**src/rtl/vend_pkg.sv**
```systemverilog
// Shared types and constants for the vending transaction sequencer.
// Holds the state encoding, coin encodings, the coin-to-nickel value helper,
// and the externally visible credit width.
package vend_pkg;

  // Width of the credit output; arithmetic is done one bit wider so that a
  // coin added at the ceiling cannot wrap before the ceiling compare.
  localparam int CW = 6;
  localparam int AW = CW + 1;

  typedef enum logic [1:0] {
    ST_IDLE   = 2'd0,
    ST_CREDIT = 2'd1,
    ST_VEND   = 2'd2,
    ST_CHANGE = 2'd3
  } vend_state_t;

  localparam logic [1:0] COIN_NONE    = 2'b00;
  localparam logic [1:0] COIN_NICKEL  = 2'b01;
  localparam logic [1:0] COIN_DIME    = 2'b10;
  localparam logic [1:0] COIN_QUARTER = 2'b11;

  // Value of a coin in nickels; the invalid encoding is worth 0.
  function automatic logic [AW-1:0] coin_value(input logic [1:0] ct);
    case (ct)
      COIN_NICKEL:  return AW'(1);
      COIN_DIME:    return AW'(2);
      COIN_QUARTER: return AW'(5);
      default:      return '0;
    endcase
  endfunction

endpackage

```
**src/rtl/vend_timer.sv**
```systemverilog
// Loadable down-counter with an expire flag.
// Ports: load_i/load_val_i reload the count (load wins over counting);
//        expired_o is high while the count sits at zero (1-cycle decode of the register).
module vend_timer #(
  parameter int W = 10
) (
  input  logic         clk,
  input  logic         reset,
  input  logic         load_i,
  input  logic [W-1:0] load_val_i,
  output logic         expired_o
);

  logic [W-1:0] cnt_q, cnt_d;

  always_comb begin
    cnt_d = cnt_q;
    if (load_i) begin
      cnt_d = load_val_i;
    end else if (cnt_q != '0) begin
      cnt_d = cnt_q - W'(1);
    end
  end

  always_ff @(posedge clk) begin
    if (reset) begin
      cnt_q <= '0;
    end else begin
      cnt_q <= cnt_d;
    end
  end

  assign expired_o = (cnt_q == '0);

endmodule

```
**src/rtl/vend_ctrl.sv**
```systemverilog
// Vending transaction sequencer: coin credit, price-checked selection,
// dispenser req/ack handshake, nickel-by-nickel change return.
// Inputs:  coin_valid/coin_type, sel_valid/sel_item, cancel, disp_ack, chg_ack.
// Outputs (all registered, 1-cycle latency): disp_req/disp_item, chg_req, credit,
//          coin_reject, short_pulse, sold, fault pulses, busy (VEND or CHANGE).
module vend_ctrl
  import vend_pkg::*;
#(
  parameter int PRICE0       = 6,
  parameter int PRICE1       = 5,
  parameter int PRICE2       = 8,
  parameter int PRICE3       = 10,
  parameter int MAX_CREDIT   = 40,
  parameter int IDLE_TIMEOUT = 1000,
  parameter int DISP_TIMEOUT = 200
) (
  input  logic          clk,
  input  logic          reset,
  input  logic          coin_valid,
  input  logic [1:0]    coin_type,
  input  logic          sel_valid,
  input  logic [1:0]    sel_item,
  input  logic          cancel,
  input  logic          disp_ack,
  input  logic          chg_ack,
  output logic          disp_req,
  output logic [1:0]    disp_item,
  output logic          chg_req,
  output logic [CW-1:0] credit,
  output logic          coin_reject,
  output logic          short_pulse,
  output logic          sold,
  output logic          fault,
  output logic          busy
);

  localparam int TMAX = (IDLE_TIMEOUT > DISP_TIMEOUT) ? IDLE_TIMEOUT : DISP_TIMEOUT;
  localparam int TW   = $clog2(TMAX + 1);

  function automatic logic [AW-1:0] price_of(input logic [1:0] idx);
    case (idx)
      2'd0:    return AW'(PRICE0);
      2'd1:    return AW'(PRICE1);
      2'd2:    return AW'(PRICE2);
      default: return AW'(PRICE3);
    endcase
  endfunction

  vend_state_t   state_q, state_d;
  logic [CW-1:0] credit_q, credit_d;
  logic [1:0]    item_q, item_d;
  logic          disp_req_q, disp_req_d;
  logic          chg_req_q, chg_req_d;
  logic          rej_q, rej_d;
  logic          short_q, short_d;
  logic          sold_q, sold_d;
  logic          fault_q, fault_d;
  logic          busy_q, busy_d;

  logic          tmr_load, tmr_exp;
  logic [TW-1:0] tmr_val;

  logic [AW-1:0] credit_ext, coin_val, coin_sum, price_sel, price_cur;
  logic          coin_ok, any_strobe;

  assign credit_ext = {1'b0, credit_q};
  assign coin_val   = coin_value(coin_type);
  assign coin_sum   = credit_ext + coin_val;
  assign coin_ok    = (coin_val != '0) && (coin_sum <= AW'(MAX_CREDIT));
  assign price_sel  = price_of(sel_item);
  assign price_cur  = price_of(item_q);
  assign any_strobe = coin_valid | sel_valid | cancel;

  always_comb begin
    state_d  = state_q;
    credit_d = credit_q;
    item_d   = item_q;
    rej_d    = 1'b0;
    short_d  = 1'b0;
    sold_d   = 1'b0;
    fault_d  = 1'b0;

    case (state_q)
      ST_IDLE: begin
        // cancel has nothing to refund here; a select still beats a coin.
        if (sel_valid) begin
          short_d = 1'b1;
          rej_d   = coin_valid;
        end else if (coin_valid) begin
          if (coin_ok) begin
            credit_d = CW'(coin_sum);
            state_d  = ST_CREDIT;
          end else begin
            rej_d = 1'b1;
          end
        end
      end

      ST_CREDIT: begin
        if (cancel) begin
          rej_d   = coin_valid;
          state_d = (credit_q == '0) ? ST_IDLE : ST_CHANGE;
        end else if (sel_valid) begin
          rej_d = coin_valid;
          if (credit_ext >= price_sel) begin
            credit_d = CW'(credit_ext - price_sel);
            item_d   = sel_item;
            state_d  = ST_VEND;
          end else begin
            short_d = 1'b1;
          end
        end else if (coin_valid) begin
          if (coin_ok) begin
            credit_d = CW'(coin_sum);
          end else begin
            rej_d = 1'b1;
          end
        end else if (tmr_exp) begin
          state_d = (credit_q == '0) ? ST_IDLE : ST_CHANGE;
        end
      end

      ST_VEND: begin
        rej_d = coin_valid;
        if (disp_ack) begin
          sold_d  = 1'b1;
          state_d = (credit_q == '0) ? ST_IDLE : ST_CHANGE;
        end else if (tmr_exp) begin
          // Dispenser never answered: give the customer the price back.
          fault_d  = 1'b1;
          credit_d = CW'(credit_ext + price_cur);
          state_d  = ST_CHANGE;
        end
      end

      ST_CHANGE: begin
        rej_d = coin_valid;
        if (credit_q == '0) begin
          state_d = ST_IDLE;
        end else if (chg_req_q && chg_ack) begin
          credit_d = credit_q - CW'(1);
          if (credit_q == CW'(1)) begin
            state_d = ST_IDLE;
          end
        end
      end

      default: state_d = ST_IDLE;
    endcase

    // One timer serves both timeouts: reload on every state change, and on
    // any strobe while waiting in CREDIT so the idle window restarts.
    tmr_load = (state_d != state_q) || ((state_q == ST_CREDIT) && any_strobe);
    tmr_val  = (state_d == ST_VEND) ? TW'(DISP_TIMEOUT - 1) : TW'(IDLE_TIMEOUT - 1);

    disp_req_d = (state_d == ST_VEND);
    chg_req_d  = (state_d == ST_CHANGE) && (credit_d != '0);
    busy_d     = (state_d == ST_VEND) || (state_d == ST_CHANGE);
  end

  always_ff @(posedge clk) begin
    if (reset) begin
      state_q    <= ST_IDLE;
      credit_q   <= '0;
      item_q     <= '0;
      disp_req_q <= 1'b0;
      chg_req_q  <= 1'b0;
      rej_q      <= 1'b0;
      short_q    <= 1'b0;
      sold_q     <= 1'b0;
      fault_q    <= 1'b0;
      busy_q     <= 1'b0;
    end else begin
      state_q    <= state_d;
      credit_q   <= credit_d;
      item_q     <= item_d;
      disp_req_q <= disp_req_d;
      chg_req_q  <= chg_req_d;
      rej_q      <= rej_d;
      short_q    <= short_d;
      sold_q     <= sold_d;
      fault_q    <= fault_d;
      busy_q     <= busy_d;
    end
  end

  vend_timer #(.W(TW)) u_timer (
    .clk        (clk),
    .reset      (reset),
    .load_i     (tmr_load),
    .load_val_i (tmr_val),
    .expired_o  (tmr_exp)
  );

  assign disp_req    = disp_req_q;
  assign disp_item   = item_q;
  assign chg_req     = chg_req_q;
  assign credit      = credit_q;
  assign coin_reject = rej_q;
  assign short_pulse = short_q;
  assign sold        = sold_q;
  assign fault       = fault_q;
  assign busy        = busy_q;

endmodule

```
**config.mk**
```make
export PLATFORM = sky130hd
export DESIGN_NAME = vend_ctrl
export DESIGN_NICKNAME = d
export VERILOG_FILES = /design/src/rtl/vend_pkg.sv /design/src/rtl/vend_timer.sv /design/src/rtl/vend_ctrl.sv
export SDC_FILE = /design/constraint.sdc
export NUM_CORES = 1
export LEC_CHECK = 0
export CAP_MARGIN = 25
export CELL_PAD_IN_SITES_DETAIL_PLACEMENT = 1
export CELL_PAD_IN_SITES_GLOBAL_PLACEMENT = 1
export CORE_AREA = 2 2 71 140
export DETAILED_ROUTE_END_ITERATION = 12
export DIE_AREA = 0 0 73 142
export PLACE_DENSITY = 0.66
export SETUP_SLACK_MARGIN = 0.2
export SLEW_MARGIN = 10
export SYNTH_ARGS = -nofsm -noshare
export SYNTH_HDL_FRONTEND = slang
export SYNTH_SLANG_ARGS = --single-unit
```
**constraint.sdc**
```tcl
create_clock -name clk -period 5.1 [get_ports clk]
set_input_delay 1.275 -clock clk [delete_from_list [all_inputs] [get_ports clk]]
set_output_delay 1.275 -clock clk [all_outputs]
set_load 0.02 [all_outputs]
```
# After elaboration in Yosys (flattened, before gate mapping)
# Index checks and enable logic that the tools add are counted.
# op_classes
n_addsub,5
order_cmp,2
n_eq_ne,14
mux,44
bitwise_logic,4
reduce_logical,19
# op_table
cell,count
$mux W6,10
$mux W10,3
$mux W2,14
$pmux W4 S3,2
$pmux W6 S4,1
$eq A2 B2 Y1 const B,8
$logic_not A10 Y1,1
$mux W1,10
$reduce_bool A10 Y1,1
$sub A10 B1 Y10 const B,1
$pmux W3 S3,1
$eq A2 B1 Y1 const B,4
$pmux W2 S4,1
$add A6 B7 Y7,1
$ge A6 B7 Y1,1
$le A7 B6 Y1 const B,1
$reduce_bool A7 Y1,1
$add A6 B6 Y6,1
$eq A6 B1 Y1 const B,1
$logic_not A2 Y1,3
$logic_not A6 Y1,1
$reduce_bool A6 Y1,1
$sub A6 B1 Y6 const B,1
$sub A6 B6 Y6,1
other kinds (11),18
# word_totals
reg_bits,27
inputBits,11
wordCells,99

# Longest topological paths before layout
# Gate-level depths: netlist of the first run.
# depth
word_depth,12
ltp_mapped,14
depth_no_buf,13

# Hierarchy
# Synthesis of the first run repeated with hierarchy kept, for this count alone.
# unflattened
cells_unflattened,375
hier_area_um2,2869.0
# by_module_without_submodules
module,instances,cells_per_inst,area_per_inst_um2,seq_area_each_um2
vend_ctrl,1,302,2255.9,320.3
vend_timer,1,73,613.1,200.2

# Least setup slack after synthesis of the first run
# Ideal clock, no wire load.
# synth_path
path_kind,input to register
startpoint,input port coin_type[0]
endpoint,"register chg_req_q, in the netlist chg_req"
arrival_ns,4.145
required_ns,4.966
path_slack_ns,0.820
cell_stages,12
n_path_buf,1
cell_sequence,clkbuf_1 > ha_1 > fa_1 > xnor2_1 > a21bo_2 > a21oi_1 > o41ai_4 > nand3_1 > mux2_2 > a211o_1 > a2111oi_0 > a31oi_1
# synth_via
elab_chain_cells,12
elab_cells_between_ends,21
cone_classes,1 x add/sub; 1 x order compare; 4 x eq/ne; 11 x mux; 4 x reduce/logical
# synth_lines
item,line,source
from (decl),vend_ctrl.sv:20,"input logic [1:0] coin_type,"
$eq A2 B2 Y1 / $eq A2 B1 Y1 (equally long branches),vend_pkg.sv:25,case (ct)
$pmux W3 S3 *,vend_pkg.sv:25,
$add A6 B7 Y7,vend_ctrl.sv:68,assign coin_sum = credit_ext + coin_val;
$le A7 B6 Y1,vend_ctrl.sv:69,assign coin_ok = (coin_val != '0) && (coin_sum <= AW'(MAX_CREDIT));
$logic_and A1 B1 Y1,vend_ctrl.sv:69,
$mux W6,"vend_ctrl.sv:90, vend_ctrl.sv:113",
$mux W6,vend_ctrl.sv:89,end else if (coin_valid) begin
$mux W6,vend_ctrl.sv:103,end else if (sel_valid) begin
$mux W6,vend_ctrl.sv:100,if (cancel) begin
$pmux W6 S4,vend_ctrl.sv:83,case (state_q)
$reduce_bool A6 Y1,vend_ctrl.sv:157,chg_req_d = (state_d == ST_CHANGE) && (credit_d != '0);
$logic_and A1 B1 Y1 *,vend_ctrl.sv:157,
to (signal assigned),vend_ctrl.sv:178,chg_req_q <= chg_req_d;
to (decl),vend_ctrl.sv:53,"logic chg_req_q, chg_req_d;"
# Mark *: on every way between the ends. The rest lies on a longest branch, timed or not.
# A chain may end at the register's enable or synchronous reset.

# Worst setup path in the final report of the first run
# Ends and elaborated chain as after synthesis.

==> results.toml, run 1 <==
[route]
dr.first_iter.drc_count = 102
avgViaCountPerCell = 5.71
wl_per_cell_um = 19.7
num_vias = 2640
postRouteAntennaNets = 0
post-route-drc-count = 0
drt-total-wl_mm = 9.11
drt_first_pass_iters = 4

[run_status]
status = "finished clean"

[floorplan]
ios = 26
row_count = 50
core_area_um2 = 9320
fp.dieArea_um2 = 10400
initial_core_util = 0.281
die_x_um = 73
die_h_um = 142

[final_layout]
final_layout_size_suffix_gt1_frac = 0.0782
multiInputGateArea_um2 = 1970
nFillCells = 1134
regArea_um2 = 541
area_delta_synth_final_pct = 17.5
layout.nets = 398
n_antenna_cell = 0

[cts]
clock_latency_ns = 0.28
clk_pin_slew_ns = 0.07
cts_buffers = 3
clkSinkCount = 27
post_cts_buffers = 0
cts_max_level = 1
cts_hold_buf = 0
cts_root_buf = "clkbuf_16"
cts_tree = "built"
cts_buffer_depth = 2
ctsResizeCount = 0

[global_route]
grt_max_degree = 25
antenna_found_initial = 0
grt.total_usage = 0.185
grt_overflow = 0
grt_pass1_vias = 2768
grt_first_pass_wirelength_mm = 14.6

[sta]
setup_viol = 0
tightest_slew_ns = 0.949
rsz0062_at_grt = "false"
worst_slack_ns = 0.456
finalCritPeriodShare = 0.911
fin_tns_setup_ns = 0
finClkSkew_ns = 0.00308
hold_violations = 0
timing.fmax_mhz = 215
slew_headroom = 0.365
hold_ws_ns = 0.526
maxSlewViolCount = 0
period_needed_ns = 4.64

[yosys]
synth_nets = 378
netlist_instances = 339
yosys_warnings = 0
syn_area_um2 = 2620
syn_area_per_cell_um2 = 7.74
ys.flop_type = "dfxtp_1"
synth_seq_cells = 27
ys_seq_area_frac = 0.206
synth_edf_count = 0
async_flop_share = 0
yosys.cell_types.count = 63

[critical_path]
worstPathBufferInverterCount = 1
cp_max_fo = 5
r2r_cells = 11
cp.arrival_ns = 4.78
critical_path.startpoint = "coin_type[0]"
cpPeakStageDelay_ns = 0.45
crit_cells = 12
reg2reg_to = "chg_req"
r2r_start = "credit[0]"
crit_family = "compound AO/OA/AOI/OAI gates"
cp_slowest_cell = "clkdlybuf4s50_1"
worstPathCellList = "clkdlybuf4s50_1 -> ha_1 -> fa_1 -> xnor2_2 -> a221oi_1 -> o211ai_1 -> and3_1 -> nand3_1 -> mux2_2 -> a211o_1 -> a2111oi_0 -> a31oi_1"
crit_path_end = "chg_req"
worstSetupEndpointType = "flip-flop"
crit_path_start_kind = "input port"
critPathKind = "in -> reg"
worst_ep_required_time_ns = 5.24
ff2ff_setup_slack_ns = 1.29

[power]
p_leak_nw = 1.18
power_mw = 1.29
ir_drop_mv = 0.126
power.density_nw_per_um2 = 419

[placement]
io_buffers = 25
pre_cts_ws_ns = 0.0927
hpwl_mm = 7.26
gp_congestion = 0.930

[run]
max-cap-violations = 0

[hold_path]
hold_class = "reg -> reg"
## power breakdown
group | internal [mW] | total, mW | switching (mW)
combinational | 0.306 | 0.745 | 0.439
clock | 0.109 | 0.196 | 0.0870
sequential | 0.264 | 0.350 | 0.0857
## through the flow
stage | instances | cell area (µm²) | util
after floorplan | 339 | 2620 | -
after global placement | 458 | 2990 | 0.321
after detailed placement | 458 | 2990 | 0.321
after CTS | 462 | 3070 | 0.330
after global routing | 462 | 3080 | 0.331
final | 462 | 3080 | 0.331
## cell usage in the layout, fill, tap and decap left out, types with 3 or more instances in the layout
cell type / n
nor2_1: 32
dfxtp_1: 27
ha_1: 25
clkdlybuf4s50_1: 25
nand2_1: 24
a21oi_1: 21
o21ai_0: 19
inv_1: 14
nand2b_1: 11
nand3_1: 10
xnor2_1: 10
nor2b_1: 9
nor3_1: 9
a31oi_1: 9
xor2_1: 9
buf_4: 7
nand4_1: 6
nor4_1: 6
or4_1: 5
or2_2: 4
a21o_1: 4
a211oi_1: 4
o21a_1: 4
o31ai_1: 4
o211ai_1: 3
or3_1: 3
nor3b_1: 3
mux2_2: 3
fa_1: 3
clkbuf_16: 3
## per-layer routing
metal	up-vias	GRT usage	share of wire
li1	1273	-	-
met1	1294	0.181	0.36
met2	49	0.350	0.57
met5	-	0	0
met3	24	0.0127	0.017
met4	0	0.123	0.055
## Yosys cell counts (all sizes together), types with 2 or more instances
library cell   n  area [µm²]
and3           2        12.5
a211o          2        17.5
nand3         10        50.1
fa             3        60.1
o21a           4        30.0
a21oi         21         105
a2111oi        2        17.5
nand4          6        37.5
dfxtp         27         541
nor4b          2        17.5
o211ai         3        22.5
nor2          32         120
a31oi          9        56.3
ha            25         313
or4            6        48.8
nor3b          3        22.5
and2           3        18.8
or2            5        31.3
o41ai          2        36.3
o31ai          4        30.0
inv           14        52.6
nor4           7        50.1
or3            4        30.0
a211oi         4        30.0
nand2b        11        68.8
xnor2         11        96.3
xor2           9        78.8
mux2           3        33.8
nor3          10        55.1
nor2b          9        56.3
o31a           2        17.5
nand2         24        90.1
clkbuf        16        60.1
a21o           4        30.0
o21ai         20         100
## state kept, by name (all words and copies together) (netlist names)
name and count:
chg_req 1, coin_reject 1, disp_item 2, busy 1
credit 6, sold 1, state_q 2, fault 1
short_pulse 1, u_timer.cnt_q 10, disp_req 1
## kinds of logic (layout without fill, tap and decap cells)
logic type      Yosys count  after routing  share of synthesized area
fa+ha+maj                28             28                      0.142
buf+inv                  31             50                     0.0448
xor+xnor                 20             20                     0.0668
compound gates           92             92                      0.242
simple gates            137            137                      0.281
flops                    27             27                      0.206
mux                       4              4                     0.0167
## area by class of cell
cell class | instances | area share
clock inverter | 1 | 0.00284
tap | 104 | 0.0422
sequential | 27 | 0.175
clock buffer | 3 | 0.0244
multi-input combinational | 281 | 0.640
inverter | 14 | 0.0171
timing repair buffer | 32 | 0.0983
## worst register-to-register path, delay by kind of cell, from the launching register on
kind                     cells  cell delay (ns)
AO/OA/AOI/OAI                7             1.59
adder cells (fa/ha/maj)      2             0.74
AND/OR/NAND/NOR              2             0.69
flip-flops                   1             0.64
## how the worst min path moves through the flow
stage,slack [ns],endpoint,cells past startpoint,startpoint
finish,0.53,u_timer.cnt_q[2],2,u_timer.cnt_q[2]
global route,0.57,u_timer.cnt_q[2],2,u_timer.cnt_q[2]
CTS,0.53,u_timer.cnt_q[2],2,u_timer.cnt_q[2]
detailed placement,0.52,u_timer.cnt_q[2],2,u_timer.cnt_q[2]
global placement,0.49,u_timer.cnt_q[2],2,u_timer.cnt_q[2]
floorplan,0.48,u_timer.cnt_q[2],2,u_timer.cnt_q[2]
No activity file was read; power rests on OpenSTA's default activity.
==> run 2: changes to the inputs <==
==> constraint.sdc (replaced) <==
create_clock -name clk -period 5.1 [get_ports clk]
set_input_delay 1.02 -clock clk [delete_from_list [all_inputs] [get_ports clk]]
set_output_delay 1.02 -clock clk [all_outputs]
set_load 0.02 [all_outputs]
==> results.toml, run 2 (same netlist as run 1, synthesis figures left out) <==
[power]
power.density_nw_per_um2 = 424
internal_power_mw = 0.675
clkPwrFrac = 0.153
p_comb_frac = 0.577
p_sw_mw = 0.621
swShare = 0.479
p_seq_frac = 0.270
p_leak_nw = 1.17
ir_drop_mv = 0.146

[sta]
finalCritPeriodShare = 0.886
hold_violations = 0
rsz0062_at_grt = "false"
fin_tns_setup_ns = 0
timing.fmax_mhz = 221
slew_headroom = 0.355
finClkSkew_ns = 0.00467
tightest_slew_ns = 0.965
maxSlewViolCount = 0
period_needed_ns = 4.52
setup_viol = 0

[critical_path]
worstPathCellList = "clkdlybuf4s50_1 -> ha_1 -> fa_1 -> xnor2_1 -> a211oi_1 -> o41ai_4 -> nand3_1 -> mux2_2 -> a211o_1 -> a2111oi_0 -> a31oi_1"
cp_slowest_cell = "o41ai_4"
crit_path_start_kind = "input port"
reg2reg_to = "chg_req"
worst_ep_required_time_ns = 5.24
crit_path_end = "chg_req"
cpPeakStageDelay_ns = 0.63
cp_max_fo = 9
ff2ff_setup_slack_ns = 1.23
cp.arrival_ns = 4.66
r2r_cells = 10
critPathKind = "in -> reg"
worstSetupEndpointType = "flip-flop"
critical_path.startpoint = "coin_type[0]"
r2r_start = "credit[0]"

[run_status]
status = "finished clean"

[route]
num_vias = 2683
wl_per_cell_um = 19.8
dr.first_iter.drc_count = 78
avgViaCountPerCell = 5.83
drt_first_pass_iters = 4
postRouteAntennaNets = 0
drt-total-wl_mm = 9.09
post-route-drc-count = 0

[global_route]
gr-usage-met1 = 0.180
grt_util_met2 = 0.339
met3_usage = 0.0135
grt.total_usage = 0.183
grt_pass1_vias = 2834
grt_first_pass_wirelength_mm = 14.6
grt_max_degree = 25
antenna_found_initial = 0
grt_overflow = 0
busiest_layer = "met2"

[final_layout]
area_delta_synth_final_pct = 16.7
largest_register_ffs = 10
final_layout_size_suffix_gt1_frac = 0.0702
n_antenna_cell = 0
final_cell_mix = "nor2_1 (32), dfxtp_1 (27), ha_1 (25), clkdlybuf4s50_1 (25), nand2_1 (24)"
layout.nets = 396
largest_register = "u_timer.cnt_q"
instances_no_fill = 460
final_common_cell = "nor2_1"

[floorplan]
die_h_um = 142
core_area_um2 = 9320
fp.dieArea_um2 = 10400
row_count = 50
die_x_um = 73
ios = 26
initial_core_util = 0.281

[cts]
clock_latency_ns = 0.28
clk_pin_slew_ns = 0.08
cts_root_buf = "clkbuf_16"
cts_buffer_depth = 2
cts_tree = "built"
cts_hold_buf = 0
cts_buffers = 3
ctsResizeCount = 0
clkSinkCount = 27
post_cts_buffers = 0
cts_max_level = 1

[hold_path]
hold_class = "reg -> reg"
hp-start = "u_timer.cnt_q[2]"

[run]
max-cap-violations = 0

[placement]
io_buffers = 25
gp_congestion = 0.925
hpwl_mm = 7.15
dp.cells = 456
-- run 2: through the flow --
stage / util / area, µm² / power, mW / hold slack [ns] / setup slack (ns)
after floorplan: - / 2620 / 0.866 / 0.478 / 1.08
after global placement: 0.319 / 2980 / 1.08 / 0.494 / 0.396
after detailed placement: 0.319 / 2980 / 1.10 / 0.510 / 0.261
after CTS: 0.328 / 3060 / 1.30 / 0.522 / 0.539
after global routing: 0.328 / 3060 / 1.39 / 0.557 / 0.224
final: 0.328 / 3060 / 1.30 / 0.523 / 0.584
-- run 2: final cells by class --
type / count / area [µm²]
Timing Repair Buffer: 30 / 288
Inverter: 14 / 52.6
Clock buffer: 3 / 75.1
Multi-Input combinational cell: 281 / 1960
Sequential cell: 27 / 541
Fill cell: 1134 / 6260
Tap cell: 104 / 130
Clock inverter: 1 / 8.76
-- run 2: worst min path at each step --
| stage | cells after the start | end |
|---|---|---|
| floorplan | 2 | u_timer.cnt_q[2] |
| finish | 2 | u_timer.cnt_q[2] |
| detailed placement | 2 | u_timer.cnt_q[2] |
| global placement | 2 | u_timer.cnt_q[2] |
| global route | 2 | u_timer.cnt_q[2] |
| CTS | 2 | u_timer.cnt_q[2] |
-- run 2: critical path, delay by kind of cell --
family	cells	cell delay, ns
buffers and inverters	1	0.46
AND/OR/NAND/NOR	1	0.15
multiplexers	1	0.31
adder cells (fa/ha/maj)	2	0.65
AO/OA/AOI/OAI	5	1.69
XOR/XNOR	1	0.39
-- run 2: power groups by stage --
stage,combinational (mW),clock [mW],sequential (mW)
after detailed placement,0.741,0,0.354
final,0.748,0.198,0.350
after global routing,0.828,0.207,0.359
after floorplan,0.536,0,0.330
after CTS,0.747,0.202,0.349
after global placement,0.726,0,0.351
-- run 2: routing by layer --
layer  vias up  share of wire
li1       1272              -
met1      1314           0.37
met2        64           0.54
met3        33          0.020
met4         0          0.070
met5         -              0
